**config.mk**
```make
export PLATFORM = sky130hd
export DESIGN_NAME = eth_tx_arb
export DESIGN_NICKNAME = d
export VERILOG_FILES = /design/src/rtl/eth_tx_arb.sv
export SDC_FILE = /design/constraint.sdc
export NUM_CORES = 1
export LEC_CHECK = 0
export ABC_AREA = 1
export BUFFER_PORTS_ARGS = -buffer_cell sky130_fd_sc_hd__buf_4
export CAP_MARGIN = 0
export CORE_AREA = 10 10 149 151
export CTS_CLUSTER_DIAMETER = 120
export CTS_CLUSTER_SIZE = 30
export DETAILED_ROUTE_END_ITERATION = 7
export DIE_AREA = 0 0 159 161
export PLACE_DENSITY_LB_ADDON = 0.15
export SLEW_MARGIN = 10
export SYNTH_ARGS = -nofsm -noshare
export SYNTH_HDL_FRONTEND = slang
export SYNTH_SLANG_ARGS = --single-unit
```
**constraint.sdc**
```tcl
create_clock -name clk156 -period 2.1 [get_ports clk156]
set_input_delay 0.21 -clock clk156 [delete_from_list [all_inputs] [get_ports clk156]]
set_output_delay 0.21 -clock clk156 [all_outputs]
set_load 0.01 [all_outputs]
```
**src/rtl/eth_tx_arb.sv**
```systemverilog
// eth_tx_arb: frame-granular round-robin arbiter onto one 64-bit MAC TX stream.
// Define ETH_TX_ARB_STATS_EN to add per-source frame counters and a gap-cycle total.
module eth_tx_arb #(
   parameter int NUM_SRC = 4,
   parameter int GAP_W   = 16
) (
   input  logic                  clk156,
   input  logic                  sys_rst_n,
   input  logic                  enable,
   input  logic [GAP_W-1:0]      ifg_cycles,
   input  logic [NUM_SRC-1:0]    s_axis_tvalid,
   output logic [NUM_SRC-1:0]    s_axis_tready,
   input  logic [NUM_SRC*64-1:0] s_axis_tdata,
   input  logic [NUM_SRC*8-1:0]  s_axis_tkeep,
   input  logic [NUM_SRC-1:0]    s_axis_tlast,
   input  logic                  m_axis_tready,
   output logic                  m_axis_tvalid,
   output logic [63:0]           m_axis_tdata,
   output logic [7:0]            m_axis_tkeep,
   output logic                  m_axis_tlast,
   output logic                  m_axis_tuser,
`ifdef ETH_TX_ARB_STATS_EN
   input  logic                  stats_clr,
   output logic [NUM_SRC*32-1:0] frame_cnt,
   output logic [31:0]           gap_cycles_total,
`endif
   output logic [2:0]            grant_idx,
   output logic                  busy
);

   typedef enum logic [1:0] {
      ARB_IDLE  = 2'd0,
      ARB_FRAME = 2'd1,
      ARB_GAP   = 2'd2
   } state_t;

   state_t           r_state;
   state_t           w_state_nxt;
   logic [2:0]       r_grant;
   logic [2:0]       w_grant_nxt;
   logic [GAP_W-1:0] r_gap_cnt;
   logic [GAP_W-1:0] w_gap_nxt;
   logic             w_found;
   logic [2:0]       w_win;
   logic             w_eof;

   // Round-robin search: first valid source k steps past the last grant.
   always_comb begin
      w_found = 1'b0;
      w_win   = r_grant;
      for (int k = 1; k <= NUM_SRC; k++) begin
         for (int i = 0; i < NUM_SRC; i++) begin
            if (!w_found && s_axis_tvalid[i] &&
                r_grant == 3'((i - k + NUM_SRC) % NUM_SRC)) begin
               w_found = 1'b1;
               w_win   = 3'(i);
            end
         end
      end
   end

   // Combinational data/ready path from the granted source while in a frame.
   always_comb begin
      m_axis_tvalid = 1'b0;
      m_axis_tdata  = '0;
      m_axis_tkeep  = '0;
      m_axis_tlast  = 1'b0;
      s_axis_tready = '0;
      if (r_state == ARB_FRAME) begin
         for (int i = 0; i < NUM_SRC; i++) begin
            if (r_grant == 3'(i)) begin
               m_axis_tvalid    = s_axis_tvalid[i];
               m_axis_tdata     = s_axis_tdata[i*64 +: 64];
               m_axis_tkeep     = s_axis_tkeep[i*8 +: 8];
               m_axis_tlast     = s_axis_tlast[i];
               s_axis_tready[i] = m_axis_tready;
            end
         end
      end
   end

   assign w_eof = m_axis_tvalid & m_axis_tready & m_axis_tlast;

   // Next-state logic: grant in IDLE, hold to tlast, then optional idle gap.
   always_comb begin
      w_state_nxt = r_state;
      w_grant_nxt = r_grant;
      w_gap_nxt   = r_gap_cnt;
      unique case (r_state)
         ARB_IDLE: begin
            if (enable && w_found) begin
               w_grant_nxt = w_win;
               w_state_nxt = ARB_FRAME;
            end
         end
         ARB_FRAME: begin
            if (w_eof) begin
               if (ifg_cycles == '0) begin
                  w_state_nxt = ARB_IDLE;
               end else begin
                  w_gap_nxt   = ifg_cycles - GAP_W'(1);
                  w_state_nxt = ARB_GAP;
               end
            end
         end
         ARB_GAP: begin
            if (r_gap_cnt == '0) begin
               w_state_nxt = ARB_IDLE;
            end else begin
               w_gap_nxt = r_gap_cnt - GAP_W'(1);
            end
         end
         default: w_state_nxt = ARB_IDLE;
      endcase
   end

   // State, grant and gap registers; last-grant resets so source 0 wins first.
   always_ff @(posedge clk156) begin
      if (!sys_rst_n) begin
         r_state   <= ARB_IDLE;
         r_grant   <= 3'(NUM_SRC - 1);
         r_gap_cnt <= '0;
      end else begin
         r_state   <= w_state_nxt;
         r_grant   <= w_grant_nxt;
         r_gap_cnt <= w_gap_nxt;
      end
   end

   assign grant_idx    = r_grant;
   assign busy         = (r_state == ARB_FRAME) || (r_state == ARB_GAP);
   assign m_axis_tuser = 1'b0;

`ifdef ETH_TX_ARB_STATS_EN
   logic [NUM_SRC-1:0]       w_src_eof;
   logic                     w_in_gap;
   logic [NUM_SRC-1:0][31:0] r_frame_cnt;
   logic [31:0]              r_gap_total;

   assign w_src_eof = s_axis_tready & s_axis_tvalid & s_axis_tlast;
   assign w_in_gap  = (r_state == ARB_GAP);

   // Frame and gap statistics; a clear coinciding with an event leaves 1.
   always_ff @(posedge clk156) begin
      if (!sys_rst_n) begin
         r_frame_cnt <= '0;
         r_gap_total <= '0;
      end else begin
         for (int i = 0; i < NUM_SRC; i++) begin
            if (stats_clr) begin
               r_frame_cnt[i] <= {31'd0, w_src_eof[i]};
            end else if (w_src_eof[i]) begin
               r_frame_cnt[i] <= r_frame_cnt[i] + 32'd1;
            end
         end
         if (stats_clr) begin
            r_gap_total <= {31'd0, w_in_gap};
         end else if (w_in_gap) begin
            r_gap_total <= r_gap_total + 32'd1;
         end
      end
   end

   assign frame_cnt        = r_frame_cnt;
   assign gap_cycles_total = r_gap_total;
`else
   // No statistics hardware in this build.
`endif

endmodule

```
==> impl_results.md, run 1 <==
- First DRT Iteration DRCs: 428
- Syn_area_per_cell: 5.390 um^2
- Seq pwr share: 9.8%
- Leakage power total: 3.877 nW
- RSZ-0062 raised after global routing: true
- Via count: 6,319
- Clock group share of total power: 7.4%
- Number of core rows: 51
- Largest family of logic cells by synthesized area: simple AND/OR/NAND/NOR gates
- Drt wl/cell: 19.40 um
- Initial antenna violation count: 4
- DR vias/cell: 4.559
- Pwr dens: 929.1 mW/mm^2
- Seq cells post-synth: 20
- Area delta synth->final: 99.06%
- Biggest area consumer among synthesized cells: nand2_1
- Latest clock arrival within the worst-skew pair: 0.26 ns
- Mapped Cells: 717
- Ys async rst share: 0%
- Setup violators final: 0
- Post-Synth Simple-Gate Area: 40.40%
- TritonCTS buffer count: 3
- Die height: 161 um
- Max-Cap Viols: 0
- Element type at the critical path end: register
- Final Cell Area: 0.007694 mm^2
- Mapped cell area: 0.003865 mm^2
- Crit Path Class: reg -> reg
- CTS tree: built
- Max frequency: 0.4928 GHz
- Final hold slack: 0.2738 ns
- Core ar.: 0.01921 mm^2
- Remaining DRCs: 0
- Hold buffer count at cts: 0
- CP max FO: 7
- Final Hold Viols: 0
- Required @ worst endpoint: 2.25 ns
- GRT Util Overall: 18.98%
- DP Wirelength: 22,080 um
- Post-synth EDFFs: 0
- CP startpoint kind: register
- Port Buffers: 396
- Clk slew on worst S/H paths: 0.06 ns
- VDD IR max: 371.8 uV
- Setup TNS: 0 ns
- Grt total ovfl: 0
- Vias in the first global route: 6,171
- Multiplexer share of the synthesized area: 1.036%
- Compound-Gate Fraction of Synth Area: 32.37%
- Final period util: 96.63%
- Number of fill cells: 2,146
- Switching Power: 0.003669 W
- Arr. time, crit path: 2.18 ns
- HP Class: in -> reg
- DR pass1 iterations: 5
- Sw Ratio: 51.33%
- First-pass GRT wire length: 39,030 um
- DP Worst Slack: -0.08165 ns
- Crit path cell chain: inv_2, ha_4, mux2i_4, ha_4, nand3_4, inv_2, nand4_1, nor2_1, nand2_1, nor2_2, o21ai_1, a21oi_1, nor2_1
- Placed Area: 0.007333 mm^2
- Synth area leaders: nand2_1, nor2_1, dfxtp_1, o21ai_0, o211ai_1
- Largest stage delay on the critical path: 0.32 ns
- Register area share after synthesis: 10.36%
- Status: complete, no violations
- Yosys top cell area share: 14.96%
- Adder and majority gate portion of the synthesized area: 1.295%
- Largest net degree at the start of global routing: 59
- Die Area: 0.02560 mm^2
- Yosys cell types: 43
- Post-Route WL: 26,900 um
- Xor-xnor portion of the synthesized cell area: 1.360%
- Layout cells sized above 1: 46.11%
- Post-synth top flop: dfxtp_1
- Slowest cell on the critical path: dfxtp_2
- Max Slew Vio Count: 0
- GP Congestion: 0.8865
- Clock sink count: 20
- Cells after DPL: 1,370
- Internal power: 0.003479 W
- Synth cell count leaders: nand2_1, nor2_1, o21ai_0, inv_1, nand3_1
- YS warnings: 0
- Die Width: 159 um
- Most numerous cell in the Yosys netlist: nand2_1
- Fin nets: 1,438
- Cell Count, Final, Fillers Out: 1,386
- Final Skew: 0.006750 ns
- Detail Route Antenna Nets: 0
- H-tree depth: 1
- Final setup margin: 0.07083 ns
- Clk buf depth: 2
- CTS Root Cell: clkbuf_16
- Final min period: 2.029 ns
- Io pins: 399
- Logic gate share of total power: 82.8%
- Starting Density: 20.12%
==> registers in the layout, summed over array words and instances, names as in the netlist <==
| name | flops |
|---|---|
| r_gap_cnt | 16 |
| r_state | 2 |
| grant_idx | 2 |
==> what timing repair did <==
action	4_1_cts	5_1_grt
setup endpoints to repair	40	27
gates cloned	0	1
setup buffers	0	8
pin swaps	2	17
gates resized for setup	9	40
==> cell families (layout without fill, tap and decap cells) <==
logic type	after synthesis	after routing
adder cells (fa/ha/maj)	4	4
AND/OR/NAND/NOR	360	360
other	1	6
XOR/XNOR	6	6
AO/OA/AOI/OAI	200	200
flip-flops	20	20
multiplexers	4	4
buffers and inverters	122	521
==> worst max-delay path, delay by kind of cell (launching register included) <==
kind            cells  cell delay [ns]
simple gates        6             0.58
compound gates      2             0.19
buf+inv             2             0.13
fa+ha+maj           2             0.41
mux                 1             0.30
flops               1             0.32
==> cell type report <==
class,count,area [um^2],area share (%)
Timing Repair Buffer,450,3461,44.98
Multi-Input combinational cell,576,3115,40.49
Sequential cell,20,409.1,5.318
Tap cell,265,331.6,4.310
Inverter,67,261.5,3.399
Clock buffer,3,75.07,0.9758
Clock inverter,1,30.03,0.3903
Antenna cell,4,10.01,0.1301
==> cells in the final DEF (no fill, tap or decap), drive strengths merged, types with 5 or more instances in the layout <==
master,netlist,routed
buf,14,449
nor3,5,5
o22ai,8,8
o211ai,36,36
inv,65,65
a31oi,6,6
nor2,124,124
nand3,52,52
nor4,8,8
a21oi,38,38
nand2,162,162
dfxtp,20,20
o221ai,29,29
o21a,6,6
o21ai,76,76
==> metrics by stage <==
stage,utilization [%],power (W)
6_report,40.06,0.007148
5_1_grt,40.06,0.007858
4_1_cts,38.94,0.007005
3_5_place_dp,38.18,0.006401
3_3_place_gp,38.18,0.006418
2_1_floorplan,-,0.004011
==> power groups by stage <==
stage                     Sequential, W  Combinational (W)  Clock (W)
after floorplan                0.000619            0.00339          0
after global placement         0.000693            0.00572          0
after detailed placement       0.000692            0.00571          0
after CTS                      0.000694            0.00577   0.000542
after global routing           0.000718            0.00658   0.000560
final                          0.000697            0.00592   0.000532
==> routing by layer <==
metal | vias to the layer above | global-route usage (%) | routed length, um
met4 | 0 | 3.791 | 350
met1 | 2854 | 22.87 | 10990
met3 | 16 | 3.305 | 1436
met5 | - | 0 | 0
met2 | 209 | 34.54 | 14120
li1 | 3240 | - | -
==> path summary, 6_finish.rpt <==
check / end / slack, ns / from / cells after the start
worst min-delay path: grant_idx[0]$_SDFFE_PN1P_ / 0.27 / sys_rst_n / 2
worst max-delay path: r_gap_cnt[14]$_SDFFE_PN0P_ / 0.07 / r_state[0]$_SDFFE_PN0P_ / 13
worst min register to register: r_gap_cnt[3]$_SDFFE_PN0P_ / 0.52 / r_gap_cnt[3]$_SDFFE_PN0P_ / 2
worst max register to register: r_gap_cnt[14]$_SDFFE_PN0P_ / 0.07 / r_state[0]$_SDFFE_PN0P_ / 13
Power figures use the tool's default switching activity.
==> run 2: changes to the inputs <==
ABC_AREA = unset   (was 1)
CORE_AREA = 10 10 148 150   (was 10 10 149 151)
DIE_AREA = 0 0 158 160   (was 0 0 159 161)
==> impl_results.md, run 2 <==
- Status: finished with violations
- Failing checks: setup timing
- Clk buf depth: 2 (unchanged)
- Max Slew Vio Count: 0 (unchanged)
- Io pins: 399 (unchanged)
- Cells after DPL: 1,054 (-23%)
- Post-synth top flop: dfxtp_1
- Final min period: 2.280 ns (+0.2512 ns)
- Sw Ratio: 39.50% (-12 points)
- Final Skew: 0.002634 ns (-0.004117 ns)
- Max-Cap Viols: 0 (unchanged)
- Synth cell count leaders: and2_1, mux4_2, nor2_1, dfxtp_1, nand2_1
- DP Worst Slack: -0.2356 ns (-0.1540 ns)
- Largest stage delay on the critical path: 0.48 ns (+0.16 ns)
- Synth area leaders: mux4_2, and2_1, dfxtp_1, mux2i_1, nor2_1
- H-tree depth: 1 (unchanged)
- Commonest cells after routing, fill and taps aside: buf_4, mux4_2, and2_1
- Port Buffers: 396 (unchanged)
- Yosys cell types: 62 (+44%)
- Final Hold Viols: 0 (unchanged)
- Final period util: 108.6% (+12 points)
- Cell Count, Final, Fillers Out: 1,074 (-23%)
- GRT Util Overall: 20.27% (+1.3 points)
- Crit Path Class: reg -> reg
- CP startpoint kind: register
- Layout cells sized above 1: 70.07% (+24 points)
- Leakage power total: 3.730 nW (-3.8%)
- Post-synth EDFFs: 0 (unchanged)
- Seq cells post-synth: 20 (unchanged)
- Clk slew on worst S/H paths: 0.06 ns (about the same)
- Crit path cell chain: inv_2, ha_4, or4b_4, a222oi_1, buf_4, o211ai_1, xor2_1, mux2i_1, nor2_1
- Slowest cell on the critical path: or4b_4
- Mapped cell area: 0.003959 mm^2 (+2.4%)
- Largest Register: r_gap_cnt
- Number of core rows: 51 (unchanged)
- RR Startpoint: r_state[0]$_SDFFE_PN0P_
- Total power: 0.004369 W (-39%)
- Initial antenna violation count: 5 (+1)
- Ys async rst share: 0% (unchanged)
- Post-Route WL: 27,910 um (+3.8%)
- Internal power: 0.002643 W (-24%)
- Max frequency: 0.4385 GHz (-11%)
- Die height: 160 um (-0.62%)
- R2R Setup Slk: -0.18 ns (-0.25 ns)
- Via count: 5,345 (-15%)
- Latest clock arrival within the worst-skew pair: 0.26 ns (about the same)
- DR vias/cell: 4.977 (+9.2%)
- VDD IR max: 392.7 uV (+5.6%)
- Grt total ovfl: 0 (unchanged)
- Vias in the first global route: 5,547 (-10%)
- Biggest area consumer among synthesized cells: mux4_2
- Syn_area_per_cell: 9.656 um^2 (+79%)
- Die Area: 0.02528 mm^2 (-1.2%)
- Register area share after synthesis: 10.11% (-0.25 points)
- Reg2Reg Capture Point: r_gap_cnt[11]$_SDFFE_PN0P_
- Largest net degree at the start of global routing: 83 (+41%)
- Most common cell after layout, fill and taps aside: buf_4
- Starting Density: 20.75% (+0.63 points)
- GP Congestion: 0.8918 (+0.60%)
- TritonCTS buffer count: 3 (unchanged)
- First-pass GRT wire length: 38,630 um (-1.0%)
- Worst rel slew slack: 59.83%
- Setup violators final: 11 (+11)
- Clock sink count: 20 (unchanged)
- First DRT Iteration DRCs: 365 (-15%)
- Area delta synth->final: 102.7%
- Drt wl/cell: 25.99 um (+34%)
- Detail Route Antenna Nets: 0 (unchanged)
- Yosys top cell area share: 41.53% (+27 points)
- HP Class: in -> reg
- WP buf/inv: 2 (unchanged)
- Die Width: 158 um (-0.63%)
- Clock group share of total power: 10.4% (+3.0 points)
- Element type at the critical path end: register
- Seq pwr share: 12.1% (+2.3 points)
- Most numerous cell in the Yosys netlist: and2_1
- CTS Root Cell: clkbuf_16
- RSZ-0062 raised after global routing: true
- Logic gate share of total power: 77.4% (-5.4 points)
- DR pass1 iterations: 4 (-1)
- CP max FO: 6 (-1)
- Hold path endpoint: r_gap_cnt[15]$_SDFFE_PN0P_
- R2r worst-path depth: 9 (-4)
- Slew @ Worst Pin: 0.5948 ns
- CP top delay family: simple AND/OR/NAND/NOR gates
- Final setup margin: -0.1804 ns (-0.2512 ns)
- CTS tree: built
- Switching Power: 0.001726 W (-53%)
- Core ar.: 0.01908 mm^2 (-0.66%)
- Mapped Cells: 410 (-43%)
- Critical Path Source: r_state[0]$_SDFFE_PN0P_
- Setup TNS: -1.139 ns (-1.139 ns)
- Required @ worst endpoint: 2.24 ns (about the same)
- Worst hold path cell count: 3 (+1)
- Arr. time, crit path: 2.42 ns (+0.24 ns)
- Fin nets: 1,153 (-20%)
- YS warnings: 0 (unchanged)
- Max reg flops: 16 (unchanged)
- Remaining DRCs: 0 (unchanged)
- Worst min-delay path startpoint: ifg_cycles[15]
- DP Wirelength: 23,780 um (+7.7%)
- Pwr dens: 544.4 mW/mm^2 (-41%)
==> run 2: changes by cell type in the layout (fill, tap and decap cells not counted), sizes merged, moves of 12 or more <==
cell / previous run / this run
nand2: 162 / 19
nor2: 124 / 25
and2: 1 / 74
mux4: 0 / 73
o21ai: 76 / 10
inv: 65 / 17
nand3: 52 / 6
o211ai: 36 / 3
o221ai: 29 / 1
a21oi: 38 / 16
nor3: 5 / 17
==> run 2: power groups by stage <==
| stage | Clock [W] | Sequential, W | Combinational (W) |
|---|---|---|---|
| after floorplan | 0 | 0.000517 | 0.00164 |
| after global placement | 0 | 0.000537 | 0.00305 |
| after detailed placement | 0 | 0.000538 | 0.00307 |
| after CTS | 0.000460 | 0.000532 | 0.00325 |
| after global routing | 0.000475 | 0.000538 | 0.00363 |
| final | 0.000456 | 0.000530 | 0.00338 |
==> run 2: logic make-up (layout without fill, tap and decap cells) <==
| kind of cell | Yosys count | in the layout | synth area share, % |
|---|---|---|---|
| xor gates and xnor gates | 5 | 5 | 1.106 |
| DFF | 20 | 20 | 10.11 |
| and+or+nand+nor | 172 | 172 | 24.46 |
| muxes | 88 | 88 | 45.45 |
| adders and majority gates | 4 | 4 | 1.264 |
| buffers and inverters | 55 | 475 | 5.689 |
| AOI/OAI and AO/OA | 65 | 66 | 11.82 |
| other | 1 | 6 | 0.09473 |
==> run 2: layer usage <==
layer | track usage (%) | up-vias | routed length, um
met5 | 0 | - | 7
met4 | 3.328 | 2 | 312
met3 | 6.393 | 19 | 2592
met2 | 36.11 | 245 | 14390
met1 | 23.37 | 2626 | 10610
li1 | - | 2453 | -
==> run 2: how the worst max path moves through the flow <==
stage	endpoint	slack, ns	cells after the start
after CTS	r_gap_cnt[11]$_SDFFE_PN0P_	-0.17	9
after global routing	r_gap_cnt[15]$_SDFFE_PN0P_	-0.31	9
after global placement	r_gap_cnt[9]$_SDFFE_PN0P_	-0.23	9
final	r_gap_cnt[11]$_SDFFE_PN0P_	-0.18	9
after detailed placement	r_gap_cnt[9]$_SDFFE_PN0P_	-0.24	9
after floorplan	r_gap_cnt[8]$_SDFFE_PN0P_	-0.36	13
==> run 2: through the flow <==
| step | hold WS [ns] | util [%] | instance area, um^2 |
|---|---|---|---|
| after detailed placement | 0.4621 | 39.45 | 7527 |
| after global placement | 0.4770 | 39.45 | 7527 |
| after CTS | 0.2189 | 40.95 | 7812 |
| after floorplan | 0.3550 | - | 4055 |
| after global routing | 0.2413 | 42.06 | 8024 |
| final | 0.2230 | 42.07 | 8026 |
==> run 2: area by class of cell <==
class	instances	area, um^2
fill	1924	11050
clock buffer	4	88.84
tap	238	297.8
inverter	18	71.32
timing repair buffer	453	3565
sequential	20	410.4
multi-input combinational	337	3583
antenna	4	10.01
==> run 2: repair_timing <==
| action | 4_1_cts | 5_1_grt |
|---|---|---|
| setup endpoints to repair | 74 | 37 |
| hold buffers | 0 | 0 |
| gates cloned | 3 | 0 |
| setup buffers | 4 | 6 |
| pin swaps | 11 | 10 |
| resized for setup | 24 | 36 |
==> run 2: worst min-delay path: stages <==
cell and delay, ns:
buf_4 0.09, nand4_1 0.07, o21ai_1 0.08
